File: src/rtl/dino_timer_pkg.sv
// Shared definitions for the dino game timers: mode encodings and the
// default timer width used by the obstacle and score logic.
package dino_timer_pkg;

    // Timer mode encodings (sampled on every tick).
    localparam logic MODE_ONESHOT  = 1'b0;
    localparam logic MODE_PERIODIC = 1'b1;

    // Default counter width shared with the obstacle/score logic.
    localparam int TIMER_WIDTH = 9;

endpackage : dino_timer_pkg

File: src/rtl/tick_prescaler.sv
// Clock prescaler: emits a one-cycle tick once every PRESCALE enabled cycles.
// With PRESCALE == 1 the counter is pinned at 0 and tick simply follows enable.
module tick_prescaler #(
    parameter int PRESCALE = 1
) (
    input  logic clock,
    input  logic reset,
    input  logic enable,
    input  logic clear,
    output logic tick
);

    localparam int            CW   = $clog2(PRESCALE) + 1;
    localparam logic [CW-1:0] LAST = CW'(PRESCALE - 1);

    logic [CW-1:0] cnt;

    // Count enabled cycles, wrap at PRESCALE-1; clear (a load) restarts the phase.
    always_ff @(posedge clock or posedge reset) begin
        if (reset) begin
            cnt <= '0;
        end else if (clear) begin
            cnt <= '0;
        end else if (enable) begin
            if (cnt == LAST) begin
                cnt <= '0;
            end else begin
                cnt <= cnt + 1'b1;
            end
        end
    end

    assign tick = enable && (cnt == LAST);

endmodule : tick_prescaler

File: src/rtl/obstacle_down_timer.sv
// Loadable down-timer pacing obstacle spawns. Decrements by a variable step
// on every prescaled tick, saturates at 0 with a one-cycle tc_pulse, and
// either stops (one-shot) or reloads from reload_reg (periodic).
//
// Load handshake: a load transfers on a rising clock edge where
// load_valid && load_ready are both high. load_ready is low only on the
// first edge after reset is released; load_valid may be held or dropped
// freely and carries no commitment while load_ready is low.
module obstacle_down_timer
    import dino_timer_pkg::*;
#(
    parameter int               WIDTH          = TIMER_WIDTH,
    parameter int               STEP_W         = 4,
    parameter int               PRESCALE       = 1,
    parameter logic [WIDTH-1:0] RESET_VALUE    = WIDTH'(2**WIDTH - 1),
    parameter bit               START_ON_RESET = 1'b1
) (
    input  logic              clock,
    input  logic              reset,
    input  logic              enable,
    input  logic              mode,
    input  logic [STEP_W-1:0] step,
    input  logic              load_valid,
    output logic              load_ready,
    input  logic [WIDTH-1:0]  load_value,
    output logic [WIDTH-1:0]  count,
    output logic              zero,
    output logic              tc_pulse,
    output logic              running
);

    // Comparison width wide enough for both count and step.
    localparam int CMP_W = (WIDTH > STEP_W) ? WIDTH : STEP_W;

    logic             load_fire;
    logic             tick;
    logic [WIDTH-1:0] reload_reg;
    logic [CMP_W-1:0] count_x;
    logic [CMP_W-1:0] step_x;

    assign load_fire = load_valid && load_ready;
    assign count_x   = CMP_W'(count);
    assign step_x    = CMP_W'(step);
    assign zero      = (count == '0);

    // A load restarts the prescaler phase so the first tick is a full period away.
    tick_prescaler #(
        .PRESCALE (PRESCALE)
    ) u_prescaler (
        .clock  (clock),
        .reset  (reset),
        .enable (enable),
        .clear  (load_fire),
        .tick   (tick)
    );

    // load_ready is a registered copy of ~reset: it masks loads on the first edge out of reset.
    always_ff @(posedge clock or posedge reset) begin
        if (reset) begin
            load_ready <= 1'b0;
        end else begin
            load_ready <= 1'b1;
        end
    end

    // Count, reload and running update; a load wins over a coincident tick.
    always_ff @(posedge clock or posedge reset) begin
        if (reset) begin
            count      <= RESET_VALUE;
            reload_reg <= RESET_VALUE;
            running    <= START_ON_RESET;
            tc_pulse   <= 1'b0;
        end else begin
            tc_pulse <= 1'b0;
            if (load_fire) begin
                reload_reg <= load_value;
                count      <= load_value;
                running    <= (load_value != '0);
            end else if (tick && running && (step != '0)) begin
                // step == 0 is a pause: nothing moves, not even the reload from 0.
                if (count_x > step_x) begin
                    count <= WIDTH'(count_x - step_x);
                end else if (count != '0) begin
                    // Saturate at 0 rather than wrapping; one-shot stops on this same edge.
                    count    <= '0;
                    tc_pulse <= 1'b1;
                    if (mode == MODE_ONESHOT) begin
                        running <= 1'b0;
                    end
                end else if (mode == MODE_PERIODIC) begin
                    count <= reload_reg;
                    if (reload_reg == '0) begin
                        running <= 1'b0;
                    end
                end else begin
                    running <= 1'b0;
                end
            end
        end
    end

endmodule : obstacle_down_timer
File: config.mk
export PLATFORM = sky130hd
export DESIGN_NAME = obstacle_down_timer
export DESIGN_NICKNAME = d
export VERILOG_FILES = /design/src/rtl/dino_timer_pkg.sv /design/src/rtl/tick_prescaler.sv /design/src/rtl/obstacle_down_timer.sv
export SDC_FILE = /design/constraint.sdc
export NUM_CORES = 1
export LEC_CHECK = 0
export ABC_CLOCK_PERIOD_IN_PS = 2800
export CORE_AREA = 3 3 57 59
export CTS_CLUSTER_DIAMETER = 80
export CTS_CLUSTER_SIZE = 30
export DETAILED_ROUTE_END_ITERATION = 10
export DIE_AREA = 0 0 60 62
export PLACE_DENSITY = 0.83
export REMOVE_ABC_BUFFERS = 1
export SYNTH_ARGS = -nofsm -noshare
export SYNTH_HDL_FRONTEND = slang
export SYNTH_SLANG_ARGS = --single-unit
File: constraint.sdc
create_clock -name clock -period 2.8 [get_ports clock]
set_input_delay 0.56 -clock clock [delete_from_list [all_inputs] [get_ports clock]]
set_output_delay 0.56 -clock clock [all_outputs]
set_load 0.03 [all_outputs]
==> out/qor.yml <==
path_max_fanout: 9
syn-instance-count: 157
finalNonFillerCells: 222
yosys_warnings: 0
fmax_mhz: 385
pwr-share-clk: 0.137
clk_pin_slew_ns: 0.12
synth_cell_type_count: 47
maxCapViolCount: 0
status: "complete, no violations"
ios: 31
p_per_area_nw_per_um2: 654
areaGrowthSynthToFinish_pct: 26.9
first_iter_violations: 66
endpoint_kind: "output pin"
synth.area.top_cells: "dfstp_2, nand2_1, o21ai_0"
combPwrFrac: 0.452
seq_power_share: 0.411
period_share: 0.927
fin_hold_ws_ns: 0.482
grt.total_usage: 0.227
layout-drive-gt1-share: 0.204
netlist_area_um2: 1390
cts_buffer_depth: 2
wl_per_cell_um: 17.1
num_antenna_cells: 0
fin_crit_ns: 2.60
vias: 1361
post-route-util: 0.637
worstSetupStartpointType: "flop"
drc_errors: 0
cts_tree: "yes"
synth.most_common_cell: "nand2_1"
die_y_um: 62
yosysTopAreaCell: "dfstp_2"
grt_pass1_wl_mm: 6.27
skew_ns: 0.00103
path_class: "flop to output pin"
p_int_uw: 686
ir_drop_mv: 0.511
hp-class: "flop to flop"
nNetsFinal: 215
dieArea_um2: 3720
cp.required_ns: 2.24
p_switching_uw: 464
clock_latency_ns: 0.32
maxSlewHeadroom: 0.472
ctsHoldBuffers: 0
p_leak_nw: 0.715
start_util: 0.502
synth_flop_cell: "dfstp_2"
fp.dieW_um: 60
avgSynthCellArea_um2: 8.82
grt_pass1_vias: 1397
postCtsSetupBuffers: 0
place_inst: 218
firstDrtPassIters: 5
synth_edf_count: 0
post_cts_resize_count: 1
hpwlAfterDp_mm: 2.94
synth_top_cell_area_share: 0.360
rows: 19
drv_slew: 0
rsz0062_at_grt: "false"
tightest_slew_ns: 0.791
cts_htree_levels: 1
clock-root-buffer: "clkbuf_4"
totalWireLength_mm: 3.80
cts_buffers: 3
hold_violations: 0
antenna_found_initial: 0
core_area_um2: 2760
synthTopCellsByCount: "nand2_1, dfstp_2, o21ai_0, inv_1, a21oi_1"
grt_max_degree: 22
clkSinkCount: 21
viasPerCell: 6.13
synth_seq_cells: 21
cp_data_arrival_time_ns: 2.04
place_congestion: 0.899
ys_async_sr_fraction: 1.00
postRouteAntennaNets: 0
ys_seq_area_frac: 0.397
swShare: 0.403
io_buffers: 30
finalSetupViolCount: 0
overflow: 0
power by group through the flow:
stage | registers [mW] | clock network [mW] | logic [mW]
finish | 0.473 | 0.158 | 0.519
global route | 0.479 | 0.167 | 0.564
CTS | 0.470 | 0.158 | 0.517
detailed placement | 0.474 | 0 | 0.513
global placement | 0.469 | 0 | 0.498
floorplan | 0.533 | 0 | 0.252
stage by stage:
stage	instance area, um^2	setup slack, ns	TNS, ns	total power, mW
after global placement	1730	0.0330	0	0.966
after detailed placement	1730	-0.0384	-0.0384	0.988
after floorplan	1350	0.442	0	0.785
final	1760	0.203	0	1.15
after global routing	1760	0.0677	0	1.21
after CTS	1760	0.200	0	1.15
area by class of cell:
class	count	area, um^2
clock buffer	3	22.5
clock inverter	1	5.00
fill	220	1000
inverter	12	45.0
multi-input combinational	118	753
sequential	21	549
tap	31	38.8
timing repair buffer	36	344
cells in the final DEF (no fill, tap or decap), types with 2 or more instances in the layout:
| cell type | n |
|---|---|
| nand4_1 | 3 |
| nor3_1 | 6 |
| buf_4 | 6 |
| nand2_1 | 23 |
| o21a_1 | 2 |
| nor2b_1 | 7 |
| nand3_1 | 2 |
| nor4_1 | 4 |
| inv_1 | 12 |
| xnor2_1 | 3 |
| clkbuf_4 | 3 |
| ha_1 | 4 |
| clkdlybuf4s50_1 | 29 |
| dfrtp_1 | 2 |
| o21ai_0 | 17 |
| a21oi_1 | 9 |
| nor2_1 | 7 |
| a31oi_1 | 2 |
| o221a_1 | 2 |
| dfstp_2 | 19 |
kinds of logic (layout without fill, tap and decap cells):
logic type,Yosys count,in the layout,synth area share
xor+xnor,4,4,0.0253
compound gates,47,47,0.234
buf+inv,18,52,0.0596
flops,21,21,0.397
fa+ha+maj,5,5,0.0506
other cells,1,1,0.00271
simple gates,61,61,0.231
path summary, 6_finish.rpt:
path | slack, ns | start | end | cells after the start
setup / recovery | 0.20 | count[4] | zero | 3
hold / removal | 0.48 | reload_reg[6] | reload_reg[6] | 2
setup reg to reg | 0.51 | count[0] | count[6] | 9
hold reg to reg | 0.48 | reload_reg[6] | reload_reg[6] | 2
max in group asynchronous | 1.64 | reset | tc_pulse | 2
min in group asynchronous | 0.67 | reset | load_ready | 2
critical path, stage by stage (launching register included):
cell and delay [ns]:
dfstp_2 0.44, or4_4 0.57, nor3_4 0.27, dlygate4sd2_1 0.44
metal layers:
layer,global-route usage,vias to the layer above,wire length (um)
met2,0.409,70,1940
met5,0,-,0
met3,0.0455,10,240
li1,-,628,-
met1,0.263,653,1540
met4,0.0918,0,82
Power figures use the tool's default switching activity.
==> RTL edit: new RTL, same settings <==
Change the parameter `START_ON_RESET` from 1'b1 to 1'b0.
--- a/src/rtl/obstacle_down_timer.sv
+++ b/src/rtl/obstacle_down_timer.sv
@@ -13,7 +13,7 @@
     parameter int               STEP_W         = 4,
     parameter int               PRESCALE       = 1,
     parameter logic [WIDTH-1:0] RESET_VALUE    = WIDTH'(2**WIDTH - 1),
-    parameter bit               START_ON_RESET = 1'b1
+    parameter bit               START_ON_RESET = 1'b0
 ) (
     input  logic              clock,
     input  logic              reset,
Function: changed (Yosys sat finds a counterexample within 4 cycles, from zero or initial values and one cycle with reset high).
==> RTL edit against the unedited design <==
- setup slack better by 0.013 ns
- design area grew 0.50%
- critical path type unchanged
- global-route usage shrank 2.4 points
- non-clock buffer count is 1 higher
- fmax up 0.49%
- routed wire length is 6.6% lower
- total power is 1.1% lower
- sequential cell count did not move
- synthesized area hardly changed
==> RTL edit: results (changes against the unedited design) <==
| Metric | Value |
|---|---|
| CTS root buf | clkbuf_4 |
| DRT met1 WL | 1470 µm (-4.9%) |
| Top sig layer | met4 |
| Pre-Repair DR Iteration Count | 4 (-1) |
| Lkg Pwr | 0.718 nW (+0.38%) |
| Initial antenna violation count | 0 (unchanged) |
| Proportion of layout cells with a drive suffix above 1 | 0.203 (-0.00106) |
| Worst vdd ir | 0.000656 V (+28%) |
| Vias after detailed routing | 1345 (-1.2%) |
| Total grt overflow | 0 (unchanged) |
| Clock buffer depth | 2 (unchanged) |
| Pin count of the biggest net entering global routing | 22 (unchanged) |
| Headroom to the max-slew limit | 0.506 (+0.0333) |
| WL met3 | 212 µm (-12%) |
| CP arrival | 2.02 ns (-0.02 ns) |
| Detailed-placement wirelength estimate | 2820 µm (-4.1%) |
| Port Buffers | 30 (unchanged) |
| CP Max Fanout | 5 (-4) |
| R2r setup slk | 0.45 ns (-0.06 ns) |
| FFs w/ async S/R, synth | 1.00 (unchanged) |
| GR Util met1 | 0.248 (-0.0154) |
| Synth top area cells | dfstp_2 (34%), nand2_1 (6.2%), o21ai_0 (6.1%) |
| Most frequent cells after synthesis | nand2_1 (23), dfstp_2 (18), o21ai_0 (17), inv_1 (12), a21oi_1 (9) |
| Status | complete, no violations |
| GR Layer Usage met3 | 0.0372 (-0.00826) |
| Post-CTS Setup Inserts | 0 (unchanged) |
| Met2 usage | 0.373 (-0.0355) |
| GPL Wtd Cong | 0.863 (-4.0%) |
| Net Sw Power | 450 µW (-2.8%) |
| Post-Layout Cell Count | 223 (+0.45%) |
| First-pass GRT wire length | 5690 µm (-9.4%) |
| H-tree Lvls | 1 (unchanged) |
| All-layer global routing usage | 0.202 (-0.0245) |
| DP Worst Slack | -0.0241 ns (+0.0144 ns) |
| Initial DRC Count | 50 (-24%) |
| Post-Synthesis Cells | 157 (unchanged) |
| Routed WL per cell | 15.9 µm (-7.0%) |
| Clk pwr share | 0.132 (-0.005) |
| Post-synthesis sequential area ratio | 0.396 (-0.000546) |
| Met2 routed WL | 1820 µm (-6.0%) |
| Hold WC Path Type | register to register |
| Fill cells | 237 (+7.7%) |
| Int Pwr | 687 µW (+0.11%) |
| Fin crit share | 0.923 (-0.00453) |
| Worst Skew | 0.0148 ns (+0.0137 ns) |
| CTS resizes | 1 (unchanged) |
| Sequential cell power | 469 µW (-0.8%) |
| Worst hold slack | 0.478 ns (-0.00397 ns) |
-- RTL edit: cell types whose count changed in the layout (fill, tap and decap cells not counted), sizes merged --
cell,change
buf,+1
clkinv,-1
dfrtp,+1
dfstp,-1
clkinvlp,+1
-- RTL edit: metrics by stage --
stage	instance area (µm²)	util	setup TNS [ns]
2_1_floorplan	1350	-	0
3_3_place_gp	1740	0.630	0
3_5_place_dp	1740	0.630	-0.0241
4_1_cts	1770	0.641	0
5_1_grt	1770	0.641	0
6_report	1770	0.641	0
-- RTL edit: kinds of logic (layout without fill, tap and decap cells) --
kind of cell | count (synthesis) | after routing | synth area share
buffers and inverters | 18 | 53 | 0.0597
AOI/OAI and AO/OA | 47 | 47 | 0.234
and+or+nand+nor | 61 | 61 | 0.231
other | 1 | 1 | 0.00271
adders and majority gates | 5 | 5 | 0.0506
DFF | 21 | 21 | 0.396
xor gates and xnor gates | 4 | 4 | 0.0253
-- RTL edit: worst max-delay path: stages (launching register included) --
cell and delay, ns:
dfstp_2 0.42, or4_1 0.59, nor3_4 0.26, dlygate4sd2_1 0.44
-- RTL edit: area by class of cell --
class	instances	area share
Timing Repair Buffer	37	0.199
Inverter	12	0.0255
Multi-Input combinational cell	118	0.426
Tap cell	31	0.0220
Clock inverter	1	0.00425
Clock buffer	3	0.0127
Sequential cell	21	0.310
-- RTL edit: final timing paths --
kind | cells past startpoint | to | from
min in group asynchronous | 2 | load_ready | reset
hold / removal | 2 | reload_reg[8] | reload_reg[8]
hold reg to reg | 2 | reload_reg[8] | reload_reg[8]
setup / recovery | 3 | zero | count[1]
max in group asynchronous | 2 | tc_pulse | reset
setup reg to reg | 9 | count[6] | count[0]
